File: src/rtl/data_mem_controller.sv
// data_mem_controller: arbitrates NUM_CONSUMERS LSU read/write request ports
// onto NUM_CHANNELS data-memory channels. Each channel runs its own
// handshake FSM and owns exactly one consumer at a time through a claim bit.
//
// Build option: define RR_ARBITRATION_EN for per-channel round-robin
// arbitration. Without it, each channel grants the lowest-index eligible
// consumer.
//
// Channel FSM
//   state          | meaning
//   ---------------+--------------------------------------------------------
//   IDLE           | free; grants an unclaimed consumer with a request
//   READ_WAITING   | mem_read_valid up, waiting for mem_read_ready
//   WRITE_WAITING  | mem_write_valid up, waiting for mem_write_ready
//   READ_RELAYING  | consumer_read_ready up until consumer drops read valid
//   WRITE_RELAYING | consumer_write_ready up until consumer drops write valid

module data_mem_controller #(
   parameter int NUM_CONSUMERS = 4,
   parameter int NUM_CHANNELS  = 1,
   parameter int ADDR_BITS     = 8,
   parameter int DATA_BITS     = 16
) (
   input  logic                                    clk,
   input  logic                                    reset,

   input  logic [NUM_CONSUMERS-1:0]                consumer_read_valid,
   input  logic [NUM_CONSUMERS-1:0][ADDR_BITS-1:0] consumer_read_address,
   output logic [NUM_CONSUMERS-1:0]                consumer_read_ready,
   output logic [NUM_CONSUMERS-1:0][DATA_BITS-1:0] consumer_read_data,
   input  logic [NUM_CONSUMERS-1:0]                consumer_write_valid,
   input  logic [NUM_CONSUMERS-1:0][ADDR_BITS-1:0] consumer_write_address,
   input  logic [NUM_CONSUMERS-1:0][DATA_BITS-1:0] consumer_write_data,
   output logic [NUM_CONSUMERS-1:0]                consumer_write_ready,

   output logic [NUM_CHANNELS-1:0]                 mem_read_valid,
   output logic [NUM_CHANNELS-1:0][ADDR_BITS-1:0]  mem_read_address,
   input  logic [NUM_CHANNELS-1:0]                 mem_read_ready,
   input  logic [NUM_CHANNELS-1:0][DATA_BITS-1:0]  mem_read_data,
   output logic [NUM_CHANNELS-1:0]                 mem_write_valid,
   output logic [NUM_CHANNELS-1:0][ADDR_BITS-1:0]  mem_write_address,
   output logic [NUM_CHANNELS-1:0][DATA_BITS-1:0]  mem_write_data,
   input  logic [NUM_CHANNELS-1:0]                 mem_write_ready
);

   localparam int CW = (NUM_CONSUMERS > 1) ? $clog2(NUM_CONSUMERS) : 1;

   typedef enum logic [2:0] {
      IDLE,
      READ_WAITING,
      WRITE_WAITING,
      READ_RELAYING,
      WRITE_RELAYING
   } state_t;

   state_t                           state_q [NUM_CHANNELS];
   state_t                           state_n [NUM_CHANNELS];
   logic [NUM_CHANNELS-1:0][CW-1:0]  idx_q, idx_n;
   logic [NUM_CONSUMERS-1:0]         claim_q, claim_n;

   // Claims as seen by the channel currently being evaluated: includes grants
   // made by lower-index channels earlier in the same cycle.
   logic [NUM_CONSUMERS-1:0]         claim_vis;
   logic                             found;
   logic [CW-1:0]                    pick;
   logic [CW-1:0]                    cand;

   logic [NUM_CONSUMERS-1:0]                consumer_read_ready_n;
   logic [NUM_CONSUMERS-1:0][DATA_BITS-1:0] consumer_read_data_n;
   logic [NUM_CONSUMERS-1:0]                consumer_write_ready_n;
   logic [NUM_CHANNELS-1:0]                 mem_read_valid_n;
   logic [NUM_CHANNELS-1:0][ADDR_BITS-1:0]  mem_read_address_n;
   logic [NUM_CHANNELS-1:0]                 mem_write_valid_n;
   logic [NUM_CHANNELS-1:0][ADDR_BITS-1:0]  mem_write_address_n;
   logic [NUM_CHANNELS-1:0][DATA_BITS-1:0]  mem_write_data_n;

`ifdef RR_ARBITRATION_EN
   logic [NUM_CHANNELS-1:0][CW-1:0]  ptr_q, ptr_n;
   int                               rr_idx;
`endif

   // Next-state and next-output logic for all channels, evaluated in
   // ascending channel order so lower channels win contested consumers.
   always_comb begin
      state_n                = state_q;
      idx_n                  = idx_q;
      claim_n                = claim_q;
      claim_vis              = claim_q;
      found                  = 1'b0;
      pick                   = '0;
      cand                   = '0;
      consumer_read_ready_n  = consumer_read_ready;
      consumer_read_data_n   = consumer_read_data;
      consumer_write_ready_n = consumer_write_ready;
      mem_read_valid_n       = mem_read_valid;
      mem_read_address_n     = mem_read_address;
      mem_write_valid_n      = mem_write_valid;
      mem_write_address_n    = mem_write_address;
      mem_write_data_n       = mem_write_data;
`ifdef RR_ARBITRATION_EN
      ptr_n                  = ptr_q;
      rr_idx                 = 0;
`endif

      for (int ch = 0; ch < NUM_CHANNELS; ch++) begin
         found = 1'b0;
         pick  = '0;

         // Search downward so the last hit is the highest-priority candidate.
`ifdef RR_ARBITRATION_EN
         for (int k = NUM_CONSUMERS - 1; k >= 0; k--) begin
            rr_idx = int'(ptr_q[ch]) + k;
            if (rr_idx >= NUM_CONSUMERS) rr_idx = rr_idx - NUM_CONSUMERS;
            cand = rr_idx[CW-1:0];
            if (!claim_vis[cand] &&
                (consumer_read_valid[cand] || consumer_write_valid[cand])) begin
               found = 1'b1;
               pick  = cand;
            end
         end
`else
         for (int c = NUM_CONSUMERS - 1; c >= 0; c--) begin
            cand = c[CW-1:0];
            if (!claim_vis[cand] &&
                (consumer_read_valid[cand] || consumer_write_valid[cand])) begin
               found = 1'b1;
               pick  = cand;
            end
         end
`endif

         unique case (state_q[ch])
            IDLE: begin
               if (found) begin
                  claim_n[pick]   = 1'b1;
                  claim_vis[pick] = 1'b1;
                  idx_n[ch]       = pick;
`ifdef RR_ARBITRATION_EN
                  if (pick == CW'(NUM_CONSUMERS - 1)) ptr_n[ch] = '0;
                  else                                ptr_n[ch] = pick + 1'b1;
`endif
                  // Reads take precedence when a consumer asks for both.
                  if (consumer_read_valid[pick]) begin
                     mem_read_valid_n[ch]   = 1'b1;
                     mem_read_address_n[ch] = consumer_read_address[pick];
                     state_n[ch]            = READ_WAITING;
                  end else begin
                     mem_write_valid_n[ch]   = 1'b1;
                     mem_write_address_n[ch] = consumer_write_address[pick];
                     mem_write_data_n[ch]    = consumer_write_data[pick];
                     state_n[ch]             = WRITE_WAITING;
                  end
               end
            end
            READ_WAITING: begin
               if (mem_read_ready[ch]) begin
                  mem_read_valid_n[ch]                  = 1'b0;
                  consumer_read_ready_n[idx_q[ch]]      = 1'b1;
                  consumer_read_data_n[idx_q[ch]]       = mem_read_data[ch];
                  state_n[ch]                           = READ_RELAYING;
               end
            end
            WRITE_WAITING: begin
               if (mem_write_ready[ch]) begin
                  mem_write_valid_n[ch]                 = 1'b0;
                  consumer_write_ready_n[idx_q[ch]]     = 1'b1;
                  state_n[ch]                           = WRITE_RELAYING;
               end
            end
            READ_RELAYING: begin
               if (!consumer_read_valid[idx_q[ch]]) begin
                  consumer_read_ready_n[idx_q[ch]]      = 1'b0;
                  claim_n[idx_q[ch]]                    = 1'b0;
                  state_n[ch]                           = IDLE;
               end
            end
            WRITE_RELAYING: begin
               if (!consumer_write_valid[idx_q[ch]]) begin
                  consumer_write_ready_n[idx_q[ch]]     = 1'b0;
                  claim_n[idx_q[ch]]                    = 1'b0;
                  state_n[ch]                           = IDLE;
               end
            end
            default: begin
               state_n[ch] = IDLE;
            end
         endcase
      end
   end

   // State, claim and registered-output update; reset drops everything,
   // including in-flight transactions, without completing them.
   always_ff @(posedge clk) begin
      if (reset) begin
         for (int ch = 0; ch < NUM_CHANNELS; ch++) state_q[ch] <= IDLE;
         idx_q                <= '0;
         claim_q              <= '0;
         consumer_read_ready  <= '0;
         consumer_read_data   <= '0;
         consumer_write_ready <= '0;
         mem_read_valid       <= '0;
         mem_read_address     <= '0;
         mem_write_valid      <= '0;
         mem_write_address    <= '0;
         mem_write_data       <= '0;
`ifdef RR_ARBITRATION_EN
         ptr_q                <= '0;
`endif
      end else begin
         state_q              <= state_n;
         idx_q                <= idx_n;
         claim_q              <= claim_n;
         consumer_read_ready  <= consumer_read_ready_n;
         consumer_read_data   <= consumer_read_data_n;
         consumer_write_ready <= consumer_write_ready_n;
         mem_read_valid       <= mem_read_valid_n;
         mem_read_address     <= mem_read_address_n;
         mem_write_valid      <= mem_write_valid_n;
         mem_write_address    <= mem_write_address_n;
         mem_write_data       <= mem_write_data_n;
`ifdef RR_ARBITRATION_EN
         ptr_q                <= ptr_n;
`endif
      end
   end

endmodule

File: config.mk
export PLATFORM = sky130hd
export DESIGN_NAME = data_mem_controller
export DESIGN_NICKNAME = d
export VERILOG_FILES = /design/src/rtl/data_mem_controller.sv
export SDC_FILE = /design/constraint.sdc
export NUM_CORES = 1
export LEC_CHECK = 0
export CAP_MARGIN = 20
export CORE_ASPECT_RATIO = 0.9
export CORE_MARGIN = 10
export CORE_UTILIZATION = 35
export CTS_CLUSTER_DIAMETER = 30
export DETAILED_ROUTE_END_ITERATION = 8
export MAX_ROUTING_LAYER = met4
export PLACE_DENSITY = 0.73
export SKIP_CTS_REPAIR_TIMING = 1
export SLEW_MARGIN = 10
export SYNTH_ARGS = -nofsm -noshare
export SYNTH_HDL_FRONTEND = slang
export SYNTH_SLANG_ARGS = --single-unit
File: constraint.sdc
create_clock -name clk -period 2 [get_ports clk]
set_input_delay 0.5 -clock clk [delete_from_list [all_inputs] [get_ports clk]]
set_output_delay 0.5 -clock clk [all_outputs]
set_load 0.01 [all_outputs]
# [Word-level counts from Yosys, hierarchy flattened]
# Index checks and enable logic that the tools add are counted.
# Widths: inputs -> output; s select.
[totals] ram_bits=0 register_bits=115 inputBits=156 rom_bits=0 n_memories=0 latchBits=0
[op_classes] reduce_logical=30 bitwise=8 eq_ne=11 shift=0 n_lt_le_gt_ge=4 div_mod_pow=0 muxes=52 n_mul=0 add_sub_neg=0
[ops] cell="$bwmux 64" n=1
[ops] cell="$bmux 16 s2" n=1
[ops] cell="$bmux 8 s2" n=2
[ops] cell="$demux 16 s2" n=1
[ops] cell="$mux 16" n=2
[ops] cell="$mux 4" n=7
[ops] cell="$mux 8" n=2
[ops] cell="$pmux 4 s2" n=2
[ops] cell="$mux 1" n=15
[ops] cell="$mux 3" n=5
[ops] cell="$pmux 3 s5" n=1
[ops] cell="$ne 2x2->1 const B" n=7
[ops] cell="$and 4x4->4" n=3
[ops] cell="$or 4x4->4" n=3
[ops] cell="$pmux 4 s3" n=1
[ops] cell="$reduce_and 3->1" n=4
[ops] cell="$reduce_and 4->1" n=3
[ops] cell="$mux 2" n=5
[ops] cell="$reduce_bool 2->1" n=4
[ops] cell="$bmux 1 s2" n=3
[ops] cell="$eq 3x2->1 const B" n=2
[ops] cell="$logic_and 1x1->1" n=6
[ops] cell="$lt 2x3->1 const B" n=2
[ops] cell="$reduce_and 5->1" n=1
[ops] cell="other kinds (12)" n=22

# [Depth between registers and ports, before layout]
[depth] word_depth=13 depth_mapped=8

# [Least setup slack after synthesis]
# No wires, ideal clock.
[synth_timing] path_type="in2reg" startpoint="input port consumer_read_valid[3]" endpoint="register mem_write_data[0] (netlist name)" arrival_ps=1867 path_slack_ps=-13 stages=5 path_buffers=1 cell_sequence="or3b_1 > a2111oi_4 > o21a_4 > buf_2 > a211oi_2"
[synth_between] elab_chain_len=10 word_cells_on_any_way=16 classes_between="mux (12); bitwise (1); reduce/logical (3)"
[synth_rtl] element="from (decl)" line="27" text="input logic [NUM_CONSUMERS-1:0] consumer_read_valid,"
[synth_rtl] element="$logic_or 1x1->1" line="125" text="(consumer_read_valid[cand] || consumer_write_valid[cand])) begin"
[synth_rtl] element="$logic_and 1x1->1" line="124" text="if (!claim_vis[cand] &&"
[synth_rtl] element="$mux 2 (4 in series)" line="124"
[synth_rtl] element="$bmux 1 s2" line="143" text="if (consumer_read_valid[pick]) begin"
[synth_rtl] element="$mux 1 (implied by the code)" line="143"
[synth_rtl] element="$not 1->1 (no line)"
[synth_rtl] element="$reduce_and 3->1 (no line)"
[synth_rtl] element="to (signal assigned)" line="220" text="mem_write_data <= mem_write_data_n;"
[synth_rtl] element="to (decl)" line="42" text="output logic [NUM_CHANNELS-1:0][DATA_BITS-1:0] mem_write_data,"
# Several ways; a longest one is shown, not always the timed one. The select of a mux whose other input is x is not followed.
# A chain may end at the register's enable or synchronous reset.

# [Final worst setup path]
[layout_timing] startpoint="register claim_q[3]" endpoint="register mem_read_address[3] (netlist name)"
[layout_between] elab_chain_len=9 word_cells_on_any_way=15 classes_between="mux (12); reduce/logical (3)"
[layout_rtl] element="from (decl)" line="59" text="logic [NUM_CONSUMERS-1:0] claim_q, claim_n;"
[layout_rtl] element="from (signal assigned)" line="212" text="claim_q <= claim_n;"
[layout_rtl] element="$logic_not 1->1 (*)" line="124"
[layout_rtl] element="$logic_and 1x1->1 (*)" line="124"
[layout_rtl] element="$mux 2 (4 in series)" line="124"
[layout_rtl] element="$bmux 1 s2" line="143"
[layout_rtl] element="$mux 1 (implied by the code)" line="143"
[layout_rtl] element="$reduce_and 3->1 (no line)"
[layout_rtl] element="to (signal assigned)" line="217" text="mem_read_address <= mem_read_address_n;"
[layout_rtl] element="to (decl)" line="37" text="output logic [NUM_CHANNELS-1:0][ADDR_BITS-1:0] mem_read_address,"
# Mark *: on every way between the ends. The rest lies on a longest branch, timed or not. The select of a mux whose other input is x is not followed.

==> results.tsv <==
stage	metric	value	unit
worst_setup_path	WS Path Type	reg -> reg	
finish	Final Instance Count excl. Fillers	1205	
grt	initial antenna violation count	0	
logic_synthesis	total of warnings raised by yosys	0	
worst_setup_path	Stages on worst setup path	7	
finish	Layout area overhead	78.4	%
grt	largest net degree at the start of global routing	31	
route	DRT iter0 DRCs	449	
logic_synthesis	syn avg cell area	7.90	um^2
floorplanning	initial core utilization	0.355	
sta	clock skew	0.00763	ns
sta	final critical-path required period	2.01	ns
worst_setup_path	CP endpoint kind	register	
place	Placer Congestion	0.875	
run_status	failing checks	negative setup slack	
sta	maximum operating frequency	497	MHz
place	Port Buf Inserts	261	
logic_synthesis	cell count after synthesis	686	
worst_setup_path	Crit Path Max Fanout	8	
power_and_ir_drop	Power Density	1000	nW/um^2
worst_setup_path	CP peak stage delay	0.43	ns
run_status	status	finished, violations left	
floorplanning	die area	20900	um^2
logic_synthesis	post-synthesis async set-or-reset flop share	0	
cts	clk slew on worst S/H paths	0.06	ns
logic_synthesis	top_reg_cell synth	dfxtp_1	
route	DR vias/cell	5.26	
logic_synthesis	Post-Syn Area	5420	um^2
route	DR vias	6340	
route	DR WL/cell	19.4	um
finish	Layout Nets	1146	
cts	CTS Buffer Depth	2	
place	Placed Cells	1158	
logic_synthesis	#FFs+latches synth	115	
grt	vias in the first global route	6220	
floorplanning	Std-Cell Rows	43	
route	DRT Pass-1 Iters	7	
worst_setup_path	cells along the critical path	or3b_4, a2111oi_4, buf_4, buf_6, o22ai_4, a21oi_2, a311oi_2	
sta	max-slew violations	0	
sta	Slew @ Worst Pin	0.529	ns
sta	setup TNS	-0.0197	ns
worst_setup_path	WP data arrival	2.27	ns
finish	ANT cells	0	
place	dpl hpwl	17100	um
flow_run	max_cap viols	0	
sta	Final Hold Viols	0	
worst_setup_path	Critical path buffers and inverters	2	
cts	CTS tree	yes	
grt	total grt overflow	0	
worst_setup_path	crit start category	register	
floorplanning	Die W	151	um
cts	Worst-Skew Late Latency	0.41	ns
worst_setup_path	R2R depth	7	
sta	RSZ-0062 raised after global routing	true	
logic_synthesis	register area share after synthesis	0.425	
power_and_ir_drop	Pwr Total	9.69	mW
worst_hold_path	min-delay worst type	reg -> reg	
worst_setup_path	delay-heaviest family, CP	compound AO/OA/AOI/OAI gates	
floorplanning	core area	15300	um^2
power_and_ir_drop	leakage	3.46	nW
place	worst slack, placed	-0.695	ns
logic_synthesis	Synth cell types	47	
floorplanning	Top Ports	262	
cts	Root Buffer	clkbuf_16	
worst_setup_path	Req. time, crit path	2.26	ns
route	DRC Markers	0	
logic_synthesis	syn nets	842	
cts	CTS Buf Count	17	
sta	crit path setup slack, layout	-0.0139	ns
power_and_ir_drop	Worst IR Drop VDD	633	uV
route	routed wire length	23400	um
sta	Period Utilization, post-route	1.01	
route	Final ANT Viol Nets	0	
floorplanning	die height	138	um
sta	Final setup viols	2	
grt	first-pass GRT wire length	35200	um
worst_setup_path	Crit-path slowest cell	a2111oi_4	
logic_synthesis	Post-synth EDFFs	0	
cts	CTS sink cnt	115	
grt	GRT Overall Usage	0.217	
cts	number of H-tree levels	4	
finish	share of cells above drive strength 1	0.175	
sta	Slew HR	0.644	
worst_hold_path	Hold Path Depth	2	
## through the flow
step,utilization,hold WS [ns],instance area (um^2)
floorplan,-,0.453,5420
global placement,0.572,0.441,8740
detailed placement,0.572,0.446,8740
CTS,0.612,0.453,9340
global route,0.633,0.476,9670
finish,0.633,0.452,9670
## synth_stat cells, types with 2 or more instances
cell | number | share of area
dfxtp_1 | 115 | 0.42
clkbuf_1 | 45 | 0.031
o31ai_1 | 2 | 0.0028
nand3_1 | 14 | 0.013
buf_1 | 2 | 0.0014
o21bai_1 | 3 | 0.0042
buf_6 | 3 | 0.0062
nand4_1 | 25 | 0.029
nand2b_1 | 5 | 0.0058
buf_2 | 6 | 0.0055
inv_1 | 4 | 0.0028
o21ai_0 | 15 | 0.014
a211oi_2 | 24 | 0.055
o21ba_2 | 4 | 0.0074
or3b_1 | 3 | 0.0048
nor3_1 | 2 | 0.0018
buf_4 | 2 | 0.0028
a221oi_1 | 24 | 0.039
nor2b_1 | 5 | 0.0058
a2111oi_0 | 2 | 0.0032
a311oi_1 | 8 | 0.013
a21oi_1 | 141 | 0.13
nor3_2 | 2 | 0.0037
a211oi_1 | 2 | 0.0028
mux4_2 | 2 | 0.0083
nor2_1 | 40 | 0.028
nand2_1 | 166 | 0.11
## cell type report
type	count	area [um^2]
timing repair buffer	342	3510
clock inverter	13	150
multi-input combinational	510	2980
clock buffer	19	453
inverter	4	15.0
sequential	115	2300
fill	1308	5610
tap	202	253
## placed cells by master, fill, tap and decap left out, types with 2 or more instances in the layout
cell type	count
o22ai_4	2
a21oi_1	134
or3b_1	2
nor3_2	2
bufinv_16	2
o21ba_2	2
buf_12	16
a311oi_1	5
dfxtp_1	114
dlymetal6s2s_1	8
nor2b_1	4
mux4_2	2
buf_6	6
clkinvlp_4	2
nand3_1	14
a211oi_2	24
nor3_1	2
nand4_1	25
nand2_1	166
o21ba_4	2
clkinv_4	5
nor2_2	4
a221oi_1	23
o21bai_2	2
inv_1	4
nor2_1	36
o21ai_0	15
a21oi_2	7
clkbuf_16	20
a211oi_1	2
o31ai_1	2
nand2b_1	5
clkbuf_8	2
clkdlybuf4s50_1	252
buf_4	57
inv_6	3
a311oi_2	3
## worst paths after layout
kind	start	slack, ns	endpoint
min reg2reg	consumer_read_data[7]$_SDFFE_PP0P_	0.45	consumer_read_data[7]$_SDFFE_PP0P_
min	consumer_read_data[7]$_SDFFE_PP0P_	0.45	consumer_read_data[7]$_SDFFE_PP0P_
max reg2reg	claim_q[3]$_SDFFE_PP0P_	-0.01	mem_read_address[3]$_SDFFE_PP0P_
max	claim_q[3]$_SDFFE_PP0P_	-0.01	mem_read_address[3]$_SDFFE_PP0P_
## sequential cells by signal (all words and copies together), names as in the netlist, named ones only
signal	count
claim_q	4
consumer_read_data	64
idx_q	2
mem_read_address	8
mem_read_valid	1
mem_write_address	8
mem_write_data	16
mem_write_valid	1
state_q	3
## kinds of logic (layout without fill, tap and decap cells)
logic type,Yosys count,in the layout,synth area share
buffers and inverters,63,378,0.0526
AND/OR/NAND/NOR,269,269,0.217
flip-flops,115,115,0.425
multiplexers,3,3,0.0102
AO/OA/AOI/OAI,236,238,0.295
## per-layer routing
metal / track usage / vias to the layer above / share of wire
met5: - / - / 0
met4: 0.0643 / 0 / 0.015
met3: 0.0431 / 21 / 0.053
met2: 0.346 / 229 / 0.51
met1: 0.272 / 3023 / 0.42
li1: - / 3067 / -
## tightest hold or removal path: stages (launching register included)
cell     delay [ns]
dfxtp_1        0.30
nand2_1        0.05
a21oi_1        0.05
## power by group
group / internal [mW] / switching (mW)
sequential: 2.61 / 0.223
clock: 1.92 / 1.15
combinational: 1.94 / 1.85
total: 6.46 / 3.23
Note: power is estimated with default switching activity, not from simulation.
